$ cat config.mk
export PLATFORM = sky130hd
export DESIGN_NAME = keypad_scan_fsm
export DESIGN_NICKNAME = d
export VERILOG_FILES = /design/src/rtl/keypad_pkg.sv /design/src/rtl/keypad_debounce_cnt.sv /design/src/rtl/keypad_scan_fsm.sv
export SDC_FILE = /design/constraint.sdc
export NUM_CORES = 1
export LEC_CHECK = 0
export CAP_MARGIN = 40
export CORE_UTILIZATION = 30
export DETAILED_ROUTE_END_ITERATION = 6
export GPL_ROUTABILITY_DRIVEN = 0
export PLACE_DENSITY = 0.51
export SLEW_MARGIN = 20
export SYNTH_ARGS = -nofsm -noshare
export SYNTH_HDL_FRONTEND = slang
export SYNTH_SLANG_ARGS = --single-unit
$ cat constraint.sdc
create_clock -name clk -period 1.7 [get_ports clk]
set_input_delay 0.34 -clock clk [delete_from_list [all_inputs] [get_ports clk]]
set_output_delay 0.34 -clock clk [all_outputs]
set_load 0.01 [all_outputs]
$ cat src/rtl/keypad_pkg.sv
// rtl/keypad_pkg.sv - shared state type and sizing/encoding helpers for the keypad scanner
package keypad_pkg;

    typedef enum logic [2:0] {
        SCAN,
        DEBOUNCE,
        PRESSED,
        HOLD,
        RELEASE
    } state_t;

    // Widest vector lowest_set() accepts; callers zero-extend into it.
    localparam int LSB_MAXW = 32;

    // Index of the lowest set bit (0 when no bit is set).
    function automatic int lowest_set(input logic [LSB_MAXW-1:0] v);
        int idx;
        idx = 0;
        for (int i = LSB_MAXW - 1; i >= 0; i--) begin
            if (v[i]) idx = i;
        end
        return idx;
    endfunction

    // Width of key_code for an nrows x ncols matrix (at least 1 bit).
    function automatic int code_width(input int nrows, input int ncols);
        int n;
        n = nrows * ncols;
        return (n > 1) ? $clog2(n) : 1;
    endfunction

    // Shared width for the hold, debounce and repeat counters.
    function automatic int cnt_width(input int a, input int b, input int c);
        int m;
        m = a;
        if (b > m) m = b;
        if (c > m) m = c;
        return $clog2(m + 1);
    endfunction

endpackage

$ cat src/rtl/keypad_debounce_cnt.sv
// rtl/keypad_debounce_cnt.sv - saturating up-counter with clear, enable and terminal-count flag
//
// Ports:
//   clk, reset   clock and asynchronous active-low reset
//   clr          synchronous clear (wins over en)
//   en           count up by one, stopping at TERMINAL
//   tc           high while the count equals TERMINAL
module keypad_debounce_cnt #(
    parameter int WIDTH    = 4,
    parameter int TERMINAL = 3
) (
    input  logic clk,
    input  logic reset,
    input  logic clr,
    input  logic en,
    output logic tc
);
    localparam logic [WIDTH-1:0] TC_VAL = WIDTH'(TERMINAL);

    logic [WIDTH-1:0] count;

    always_ff @(posedge clk or negedge reset) begin
        if (!reset) begin
            count <= '0;
        end else if (clr) begin
            count <= '0;
        end else if (en && (count != TC_VAL)) begin
            count <= count + 1'b1;
        end
    end

    assign tc = (count == TC_VAL);

endmodule

$ cat src/rtl/keypad_scan_fsm.sv
// rtl/keypad_scan_fsm.sv - row-strobe keypad scanner with press/release debounce
//
// Ports:
//   clk        system clock
//   reset      asynchronous active-low reset
//   col        raw column returns, active-high, asynchronous to clk
//   row        one-hot row strobe, active-high
//   key_valid  one-cycle pulse per debounced press
//   key_code   row_idx*NCOLS + col_idx of the last valid key
//   key_held   high while the debounced key is down
//
// Build option: KEYPAD_AUTOREPEAT_EN adds a key_valid pulse every
// REPEAT_CYCLES cycles spent in HOLD.
module keypad_scan_fsm
    import keypad_pkg::*;
#(
    parameter int NROWS           = 4,
    parameter int NCOLS           = 4,
    parameter int SCAN_HOLD       = 4,
    parameter int DEBOUNCE_CYCLES = 4,
    parameter int REPEAT_CYCLES   = 16
) (
    input  logic                                clk,
    input  logic                                reset,
    input  logic [NCOLS-1:0]                    col,
    output logic [NROWS-1:0]                    row,
    output logic                                key_valid,
    output logic [code_width(NROWS, NCOLS)-1:0] key_code,
    output logic                                key_held
);
    localparam int KW   = code_width(NROWS, NCOLS);
    localparam int CIW  = (NCOLS > 1) ? $clog2(NCOLS) : 1;
    localparam int CNTW = cnt_width(SCAN_HOLD, DEBOUNCE_CYCLES, REPEAT_CYCLES);

    // The last hold cycle must already see this row's columns through both sync flops.
    if (SCAN_HOLD < 3) begin : g_hold_check
        $error("keypad_scan_fsm: SCAN_HOLD must be >= 3");
    end

    state_t           state, state_n;
    logic [NCOLS-1:0] col_m, col_s;
    logic [NROWS-1:0] row_n, row_adv;
    logic [CIW-1:0]   col_idx, col_idx_n;
    logic [KW-1:0]    key_code_n;
    logic             key_valid_n, key_held_n;
    logic             col_bit;
    logic             hold_clr, hold_en, hold_tc;
    logic             deb_clr, deb_en, deb_tc;
    logic             rep_fire;

    assign col_bit = col_s[col_idx];
    // Rotate left with wrap; also correct for a single-row matrix.
    assign row_adv = (row << 1) | (row >> (NROWS - 1));

    keypad_debounce_cnt #(.WIDTH(CNTW), .TERMINAL(SCAN_HOLD - 1)) u_hold_cnt (
        .clk(clk), .reset(reset), .clr(hold_clr), .en(hold_en), .tc(hold_tc)
    );

    // Shared by press debounce and release debounce; tc marks the cycle
    // whose stable sample completes DEBOUNCE_CYCLES.
    keypad_debounce_cnt #(.WIDTH(CNTW), .TERMINAL(DEBOUNCE_CYCLES - 1)) u_deb_cnt (
        .clk(clk), .reset(reset), .clr(deb_clr), .en(deb_en), .tc(deb_tc)
    );

`ifdef KEYPAD_AUTOREPEAT_EN
    logic rep_clr, rep_en, rep_tc;

    // Runs only in HOLD, so a release glitch pauses it rather than restarting it.
    assign rep_en   = (state == HOLD);
    assign rep_fire = (state == HOLD) && rep_tc;
    assign rep_clr  = (state == PRESSED) || rep_fire;

    keypad_debounce_cnt #(.WIDTH(CNTW), .TERMINAL(REPEAT_CYCLES - 1)) u_rep_cnt (
        .clk(clk), .reset(reset), .clr(rep_clr), .en(rep_en), .tc(rep_tc)
    );
`else
    assign rep_fire = 1'b0;
`endif

    always_comb begin
        state_n    = state;
        row_n      = row;
        col_idx_n  = col_idx;
        key_code_n = key_code;
        hold_clr   = 1'b1;
        hold_en    = 1'b0;
        deb_clr    = 1'b1;
        deb_en     = 1'b0;
        unique case (state)
            SCAN: begin
                hold_en  = 1'b1;
                hold_clr = hold_tc;
                if (hold_tc) begin
                    if (col_s != '0) begin
                        col_idx_n = CIW'(lowest_set(LSB_MAXW'(col_s)));
                        state_n   = DEBOUNCE;
                    end else begin
                        row_n = row_adv;
                    end
                end
            end
            DEBOUNCE: begin
                deb_clr = 1'b0;
                deb_en  = col_bit;
                if (!col_bit) begin
                    state_n = SCAN;
                    row_n   = row_adv;
                end else if (deb_tc) begin
                    state_n    = PRESSED;
                    key_code_n = KW'(lowest_set(LSB_MAXW'(row)) * NCOLS + int'(col_idx));
                end
            end
            PRESSED: state_n = HOLD;
            HOLD: begin
                if (!col_bit) state_n = RELEASE;
            end
            RELEASE: begin
                deb_clr = col_bit;
                deb_en  = !col_bit;
                if (col_bit) begin
                    state_n = HOLD;
                end else if (deb_tc) begin
                    state_n = SCAN;
                    row_n   = row_adv;
                end
            end
            default: state_n = SCAN;
        endcase
        // Outputs are registered from the next state so they line up with it.
        key_valid_n = (state_n == PRESSED) || rep_fire;
        key_held_n  = (state_n == PRESSED) || (state_n == HOLD) || (state_n == RELEASE);
    end

    always_ff @(posedge clk or negedge reset) begin
        if (!reset) begin
            col_m     <= '0;
            col_s     <= '0;
            state     <= SCAN;
            row       <= NROWS'(1);
            col_idx   <= '0;
            key_valid <= 1'b0;
            key_code  <= '0;
            key_held  <= 1'b0;
        end else begin
            col_m     <= col;
            col_s     <= col_m;
            state     <= state_n;
            row       <= row_n;
            col_idx   <= col_idx_n;
            key_valid <= key_valid_n;
            key_code  <= key_code_n;
            key_held  <= key_held_n;
        end
    end

endmodule

==> impl_results.md <==
- Final cell count without fillers: 242
- Placed cell area: 1930 um2
- Combinational power share: 30.2%
- LEAKAGE: 0.980 nW
- CTS buffer count: 5
- RSZ-0062 raised after global routing: yes
- Largest net degree at the start of global routing: 34
- Cell count after synthesis: 123
- Largest fanout on the critical path: 7
- Diode count: 0
- Routed len/inst: 12.2 um
- Worst hold-check path type: reg -> reg
- Setup WS post-layout: -0.100 ns
- Final Setup Violations: 9
- WP data arrival: 1.97 ns
- Global router's overall resource usage: 12.8%
- Clock Tree Root: clkbuf_8
- Worst-Margin Slew: 0.421 ns
- DR vias: 1105
- Hold slack: 0.350 ns
- Nets: 182
- Placed cells: 234
- Critical Path RT: 1.87 ns
- Failing checks: setup timing
- DR pass1 iterations: 4
- Mean post-synth cell area: 11.9 um2
- CTS tree: built
- Pwr Density: 1150 nW/um2
- Relative max-transition margin: 71.9%
- Clock Power Share: 30.5%
- Yosys reg bits: 33
- Post-Place Setup Slack: -0.154 ns
- Synth unique cells: 41
- Filler Cell Count: 465
- WS Path Type: reg -> reg
- Status: complete, but fails checks
- Max cap viols: 0
- Synth warn: 0
- Drt drc: 0
- Final antenna-violating net count: 0
- Sequential share of the synthesized area: 56.4%
- Final min period: 1.80 ns
- Post-synth design cell area: 1470 um2
- Multi-input gate area: 672 um2
- Final WL: 2960 um
- Die Ht: 71.9 um
- CP startpoint kind: register
- Detailed-route vias per instance: 4.57
- Dpl hpwl: 2150 um
- Sw Ratio: 28.6%
- Core area: 4720 um2
- Syn_nets: 131
- Clock Sinks: 33
- Slowest cell on crit path: mux4_2
- Sw Pwr: 0.000691 W
- Initial antenna violation count: 0
- Crit path largest cell delay: 0.61 ns
- Pins Over Slew Limit: 0
- Die width: 71.9 um
- Gr ovfl total: 0
- Share of cells above drive strength 1: 34.3%
- Area Overhead vs Synth: 43.7%
- Vias in the first global route: 1117
- Final Cycle Share: 106%
- Die ar.: 5170 um2
- Worst-path clk slew: 0.07 ns
- Peak supply drop: 0.000559 V
- Clock latency on the worst-skew pair: 0.28 ns
- Initial DRC Count: 29
- Sequential group share of total power: 39.2%
- Design Area, Final: 2110 um2
- Cell-internal power: 0.00172 W
- FP Rows: 25
- Initial Utilization: 31.0%
- # Post-CTS Setup Buffers: 0
- First-pass GRT wire length: 4950 um
- Final Hold Vio Count: 0
- Worst clock skew: 0.00534 ns
- Final core occ: 44.6%
- Cells along the critical path: mux4_2 -> a21boi_4 -> a21oi_4 -> mux2_4
- Clk buf depth: 2
- Port Buffers: 15
- CP endpoint kind: register
- H-tree lvl count: 2
- IO Count: 16
- Fmax achieved: 556 MHz
- Reg area: 827 um2
## path summary, 6_finish.rpt
kind	endpoint	startpoint	cells after the start	slack, ns
max in group asynchronous	row[0]	reset	2	0.91
setup / recovery	row[1]	col_idx[0]	4	-0.10
hold / removal	col_s[0]	col_m[0]	0	0.35
min in group asynchronous	u_hold_cnt.count[2]	reset	2	0.46
setup reg to reg	row[1]	col_idx[0]	4	-0.10
hold reg to reg	col_s[0]	col_m[0]	0	0.35
## state kept, by name (all words and copies together) (netlist names), 2 cells and up
register and flops:
col_s 4, state 3, col_idx 2, key_code 4
u_hold_cnt.count 5, u_deb_cnt.count 5, row 4, col_m 4
## placed cells by master, fill, tap and decap left out, drive strengths merged, types with 3 or more instances in the layout
cell,count
a21oi,5
and2,3
and3,3
buf,32
clkbuf,5
clkdlybuf4s50,14
dfrtp,32
inv,4
mux2,6
mux2i,5
nand2,5
nand2b,3
nand3,8
nand3b,6
nor2,9
o21ai,5
## layer usage
layer / vias to the layer above / wire (um) / global-route usage (%)
li1: 541 / - / -
met1: 547 / 1350 / 15.2
met2: 12 / 1460 / 21.3
met3: 5 / 96 / 4.22
met4: 0 / 53 / 5.23
met5: - / 0 / 0
## worst max-delay path, delay by kind of cell (launching register included)
kind               cells  cell delay, ns
AOI/OAI and AO/OA      2            0.39
DFF                    1            0.37
muxes                  2            0.93
## synth_stat cells (all sizes together)
cell type	n	share of area, %
mux4	1	1.5
a21oi	5	2.0
and3b	1	0.60
a21boi	2	1.0
dfstp	1	1.8
ha	2	1.7
mux2	6	4.9
a31oi	1	0.43
nand3b	6	3.1
mux2i	5	3.7
and3	3	1.3
and2	3	1.4
nor4b	2	1.6
nand2	5	1.3
nor3b	2	1.0
xnor2	2	1.2
a211oi	1	0.51
nor2	9	2.3
xor2	1	0.60
or2	1	0.43
nor4	1	0.43
o41ai	1	0.60
nand3	8	2.7
or3b	1	0.60
nand2b	3	1.3
dfrtp	32	55
o21ai	5	2.5
or3	1	0.43
or4b	1	0.68
clkbuf	3	0.77
nor3	1	0.34
o311a	1	0.68
o31ai	1	0.51
o21bai	1	0.51
inv	4	1.0
## repair_timing
action,4_1_cts,5_1_grt
pin swaps,0,1
setup endpoints to repair,12,15
hold buffers,0,0
gates cloned,0,0
gates resized for setup,6,10
## area by class of cell
class                           count  area share (%)
Tap cell                           67            3.98
Clock inverter                      3            2.20
Inverter                            4           0.713
Sequential cell                    33            39.3
Timing Repair Buffer               47            18.7
Clock buffer                        5            3.27
Multi-Input combinational cell     83            31.9
## metrics by stage
stage,total power [W],setup TNS [ns]
6_report,0.00241,-0.576
5_1_grt,0.00257,-1.74
4_1_cts,0.00241,-0.614
3_5_place_dp,0.00163,-0.796
3_3_place_gp,0.00159,-0.568
2_1_floorplan,0.00130,-0.519
## cell families (layout without fill, tap and decap cells)
group,after synthesis,count (layout),synth area share [%]
simple gates,48,48,19.5
buf+inv,7,59,1.79
mux,12,12,10.1
compound gates,18,18,8.71
xor+xnor,3,3,1.79
fa+ha+maj,2,2,1.71
flops,33,33,56.4
## power by group through the flow
stage	clock network (W)	logic (W)	registers (W)
6_report	0.000737	0.000729	0.000946
2_1_floorplan	0	0.000355	0.000949
3_5_place_dp	0	0.000676	0.000950
4_1_cts	0.000761	0.000712	0.000940
5_1_grt	0.000796	0.000810	0.000960
3_3_place_gp	0	0.000648	0.000946
No activity file was read; power rests on OpenSTA's default activity.
==> edit 1: new RTL, config.mk and constraints unchanged <==
`DEBOUNCE_CYCLES`: 4 -> 3.
--- a/src/rtl/keypad_scan_fsm.sv
+++ b/src/rtl/keypad_scan_fsm.sv
@@ -18,5 +18,5 @@
     parameter int NCOLS           = 4,
     parameter int SCAN_HOLD       = 4,
-    parameter int DEBOUNCE_CYCLES = 4,
+    parameter int DEBOUNCE_CYCLES = 3,
     parameter int REPEAT_CYCLES   = 16
 ) (
Behaviour: not the same (Yosys sat finds a counterexample within 10 cycles, from zero or initial values and one cycle with reset low).
==> edit 1 against the original RTL <==
  * The flow still finishes with violations (setup timing)
  * Total power grew 16%
  * Global-route usage rose by 0.50 points
  * Sequential cell count is the same
  * Setup slack improved by 53 ps
  * Routed wire length is 4.3% higher
  * Sequential share of layout area fell by 0.69 points
  * Synthesized area grew 0.51%
  * Clock power increased by 0.7%
  * Die area up 0.50%
  * Fmax rose by 3.0%
  * Count of clock-buffer cells in the layout unchanged
  * Design area grew 1.8%
  * Utilization rose by 0.79 points
  * Critical endpoint unchanged
==> edit 1: results (changes against the original RTL) <==
status complete, but fails checks (unchanged); failing checks setup timing (unchanged); Final #Nets 183 (was 182); Yosys cell types 42 (was 41); xor/xnor share of the synthesized area 0.0178 (was 0.0179); Resize count post-CTS 17 (was 6); Global Route met1 Usage 0.161 (was 0.152); Final WS setup -47.3 ps (was -100 ps); syn_nets 134 (was 131); CP Max Fanout 4 (was 7); total setup buffers inserted after CTS 3 (was 0); met2 wire length 1570 µm (was 1460 µm); Global Route Usage Sum 0.133 (was 0.128); multiplexer area fraction after synthesis 0.0969 (was 0.101); Starting DRT DRC Count 32 (was 29); leakage power 0.000972 µW (was 0.000980 µW); Post-Route WL 3090 µm (was 2960 µm); share of cells above drive strength 1 0.354 (was 0.343); Setup WS pre-CTS -184 ps (was -154 ps); skew final 5.73 ps (was 5.34 ps); final setup vio count 5 (was 9); met3 Resource Use GR 0.0333 (was 0.0422); routed wl met3 88 µm (was 96 µm); placed inst area 1880 µm² (was 1930 µm²); Final HPWL DP 2220 µm (was 2150 µm); Post-Synth Adder-Cell Area 0.0255 (was 0.0171); wl on met1 1380 µm (was 1350 µm); vias in the first global route 1157 (was 1117); Seq/Total Area, Yosys 0.562 (was 0.564); critical path arrival 1920 ps (was 1970 ps); WHS 352 ps (was 350 ps); Slowest Stage Delay on Critical Path 520 ps (was 610 ps); Worst slew margin 0.720 (was 0.719)
edit 1: cell types whose count changed after synthesis, moves of 2 or more:
cell / delta
and3_1: -2
clkbuf_1: -2
nand2_1: +4
nand2b_1: -3
nand3_1: -2
nand4_1: +2
or2b_2: +2
edit 1: power groups by stage:
stage	combinational [µW]	sequential, µW	clock, µW
after global placement	859	1000	0
after detailed placement	880	1010	0
after floorplan	474	1010	0
after CTS	992	1010	763
after global routing	1150	1020	787
final	1040	1010	742
edit 1: cells by family (layout without fill, tap and decap cells):
kind of cell / Yosys count / count (layout)
compound gates: 18 / 18
xor+xnor: 3 / 3
fa+ha+maj: 3 / 3
buf+inv: 7 / 57
flops: 33 / 33
mux: 12 / 12
simple gates: 49 / 49
edit 1: cell type report:
type	instances	area, µm²	share of cell area
repair buffers	45	382	0.178
multi-input cells	85	721	0.336
inverters	4	15.0	0.00701
flip-flops and latches	33	827	0.386
clock buffers	5	68.8	0.0321
clock inverters	3	46.3	0.0216
well taps	67	83.8	0.0391
==> edit 2: new RTL, same flow settings <==
Made on the original files. Encoding of `state_t`: now one-hot (5 bits for 5 states).
--- a/src/rtl/keypad_pkg.sv
+++ b/src/rtl/keypad_pkg.sv
@@ -2,10 +2,10 @@
 package keypad_pkg;
 
-    typedef enum logic [2:0] {
-        SCAN,
-        DEBOUNCE,
-        PRESSED,
-        HOLD,
-        RELEASE
+    typedef enum logic [4:0] {
+        SCAN     = 5'b00001,
+        DEBOUNCE = 5'b00010,
+        PRESSED  = 5'b00100,
+        HOLD     = 5'b01000,
+        RELEASE  = 5'b10000
     } state_t;
 
Function: no difference found for any inputs over 10 cycles, from zero or initial values and one cycle with reset low; not proved beyond that.
==> edit 2 against the original RTL <==
  * The flow still finishes with violations (setup timing)
  * Sequential cell count is 2 higher
  * Synthesized area up 10%
  * Clock power is 8.7% higher
  * Setup slack got worse by 500 ps
  * Routed wire length grew 28%
  * Design area rose by 23%
  * Clock skew is 1.4 ps lower
  * Critical path depth rose by 1
  * Total power increased by 20%
  * Critical endpoint is now row[2]
  * Highest routed layer unchanged
==> edit 2: results (changes against the original RTL) <==
Vias/cell 4.69 (was 4.57); Non-Filler Instances 287 (was 242); Yosys cell types 46 (was 41); Crit-path slowest cell or4b_4 (was mux4_2); Pint 2050 µW (was 1720 µW); Top delay family on crit path simple AND/OR/NAND/NOR gates (was multiplexers); CP Max Fanout 4 (was 7); first-pass GRT wire length 6440 µm (was 4950 µm); # fillers 492 (was 465); skew final 3.96 ps (was 5.34 ps); H-tree depth 2 (unchanged); setup slack, reg-to-reg -600 ps (was -100 ps); final setup vio count 19 (was 9); Seq/Total Area, Yosys 0.544 (was 0.564); Starting DRT DRC Count 50 (was 29); Final #Nets 224 (was 182); largest net degree at the start of global routing 36 (was 34); Area contributors post-synth dfrtp_1 (51%), dfstp_2 (3.3%), mux2_1 (2.8%) (was dfrtp_1 (55%), mux2_2 (3.8%), nand3b_1 (3.1%)); placed cell count 267 (was 234); share of cells above drive strength 1 0.465 (was 0.343); Largest regs state: 5 flops, u_deb_cnt.count: 5 flops, u_hold_cnt.count: 5 flops (was u_deb_cnt.count: 5 flops, u_hold_cnt.count: 5 flops); Global Route Usage Sum 0.155 (was 0.128); Worst slew margin 0.792 (was 0.719); Slowest Stage Delay on Critical Path 510 ps (was 610 ps); vias in the first global route 1444 (was 1117); Final HPWL DP 2640 µm (was 2150 µm); comb pwr 1100 µW (was 729 µW); IR drop worst, VDD 0.000841 V (was 0.000559 V); setup tns final -3470 ps (was -576 ps); Seq power 995 µW (was 946 µW); leakage power 0.00120 µW (was 0.000980 µW); status complete, but fails checks (unchanged); routed len/inst 13.2 µm (was 12.2 µm); synth cell count leaders dfrtp_1 (33), nor2_1 (10), nand2_1 (8), nor3_1 (8), inv_1 (7) (was dfrtp_1 (32), nor2_1 (9), nand3_1 (8), nand3b_1 (6)); post-synthesis cell count 145 (was 123); drt pass-1 iters 3 (was 4); Final WS setup -597 ps (was -100 ps); failing checks setup timing (unchanged); clk pwr 801 µW (was 737 µW); WHS 351 ps (was 350 ps)
## edit 2: worst register-to-register path, delay by kind of cell, from the launching register on
kind / cells / cell delay [ps]
and+or+nand+nor: 2 / 980
AOI/OAI and AO/OA: 1 / 300
adders and majority gates: 1 / 180
muxes: 1 / 360
DFF: 1 / 360
## edit 2: final timing paths
kind                                           from                  to  cells past startpoint
worst max register to register  u_hold_cnt.count[1]              row[2]                      5
worst min register to register             col_m[0]            col_s[0]                      0
worst min-delay path                       col_m[0]            col_s[0]                      0
min in group asynchronous                     reset  u_deb_cnt.count[2]                      2
max in group asynchronous                     reset            state[0]                      2
worst max-delay path            u_hold_cnt.count[1]              row[2]                      5
## edit 2: repair_timing
| action | in CTS | in global routing |
|---|---|---|
| resized for setup | 34 | 16 |
| pin swaps | 10 | 8 |
| endpoints found under the hold margin | 0 | 0 |
| buffers inserted | 8 | 6 |
| setup endpoints to repair | 21 | 22 |
## edit 2: cell type report
class                   count  share of cell area
flip-flops and latches     35               0.339
multi-input cells          98               0.332
repair buffers             69               0.238
well taps                  70              0.0338
clock buffers               6              0.0319
clock inverters             2              0.0150
inverters                   7              0.0101
## edit 2: cell families after synthesis
kind of cell	synth area share
AND/OR/NAND/NOR	0.205
flip-flops	0.544
AO/OA/AOI/OAI	0.109
buffers and inverters	0.0295
multiplexers	0.0698
XOR/XNOR	0.0271
adder cells (fa/ha/maj)	0.0155
## edit 2: metrics by stage
step	setup WS, ps	cell area (µm²)
floorplan	-561	1660
global placement	-531	2190
detailed placement	-600	2190
CTS	-611	2490
global route	-657	2590
finish	-597	2590
## edit 2: metal layers
metal  vias up  track usage  wire, µm
li1        663            -         -
met1       659        0.166      1580
met2        14        0.293      2060
met3         9       0.0317        81
met4         0       0.0679        74
met5         -            0         0
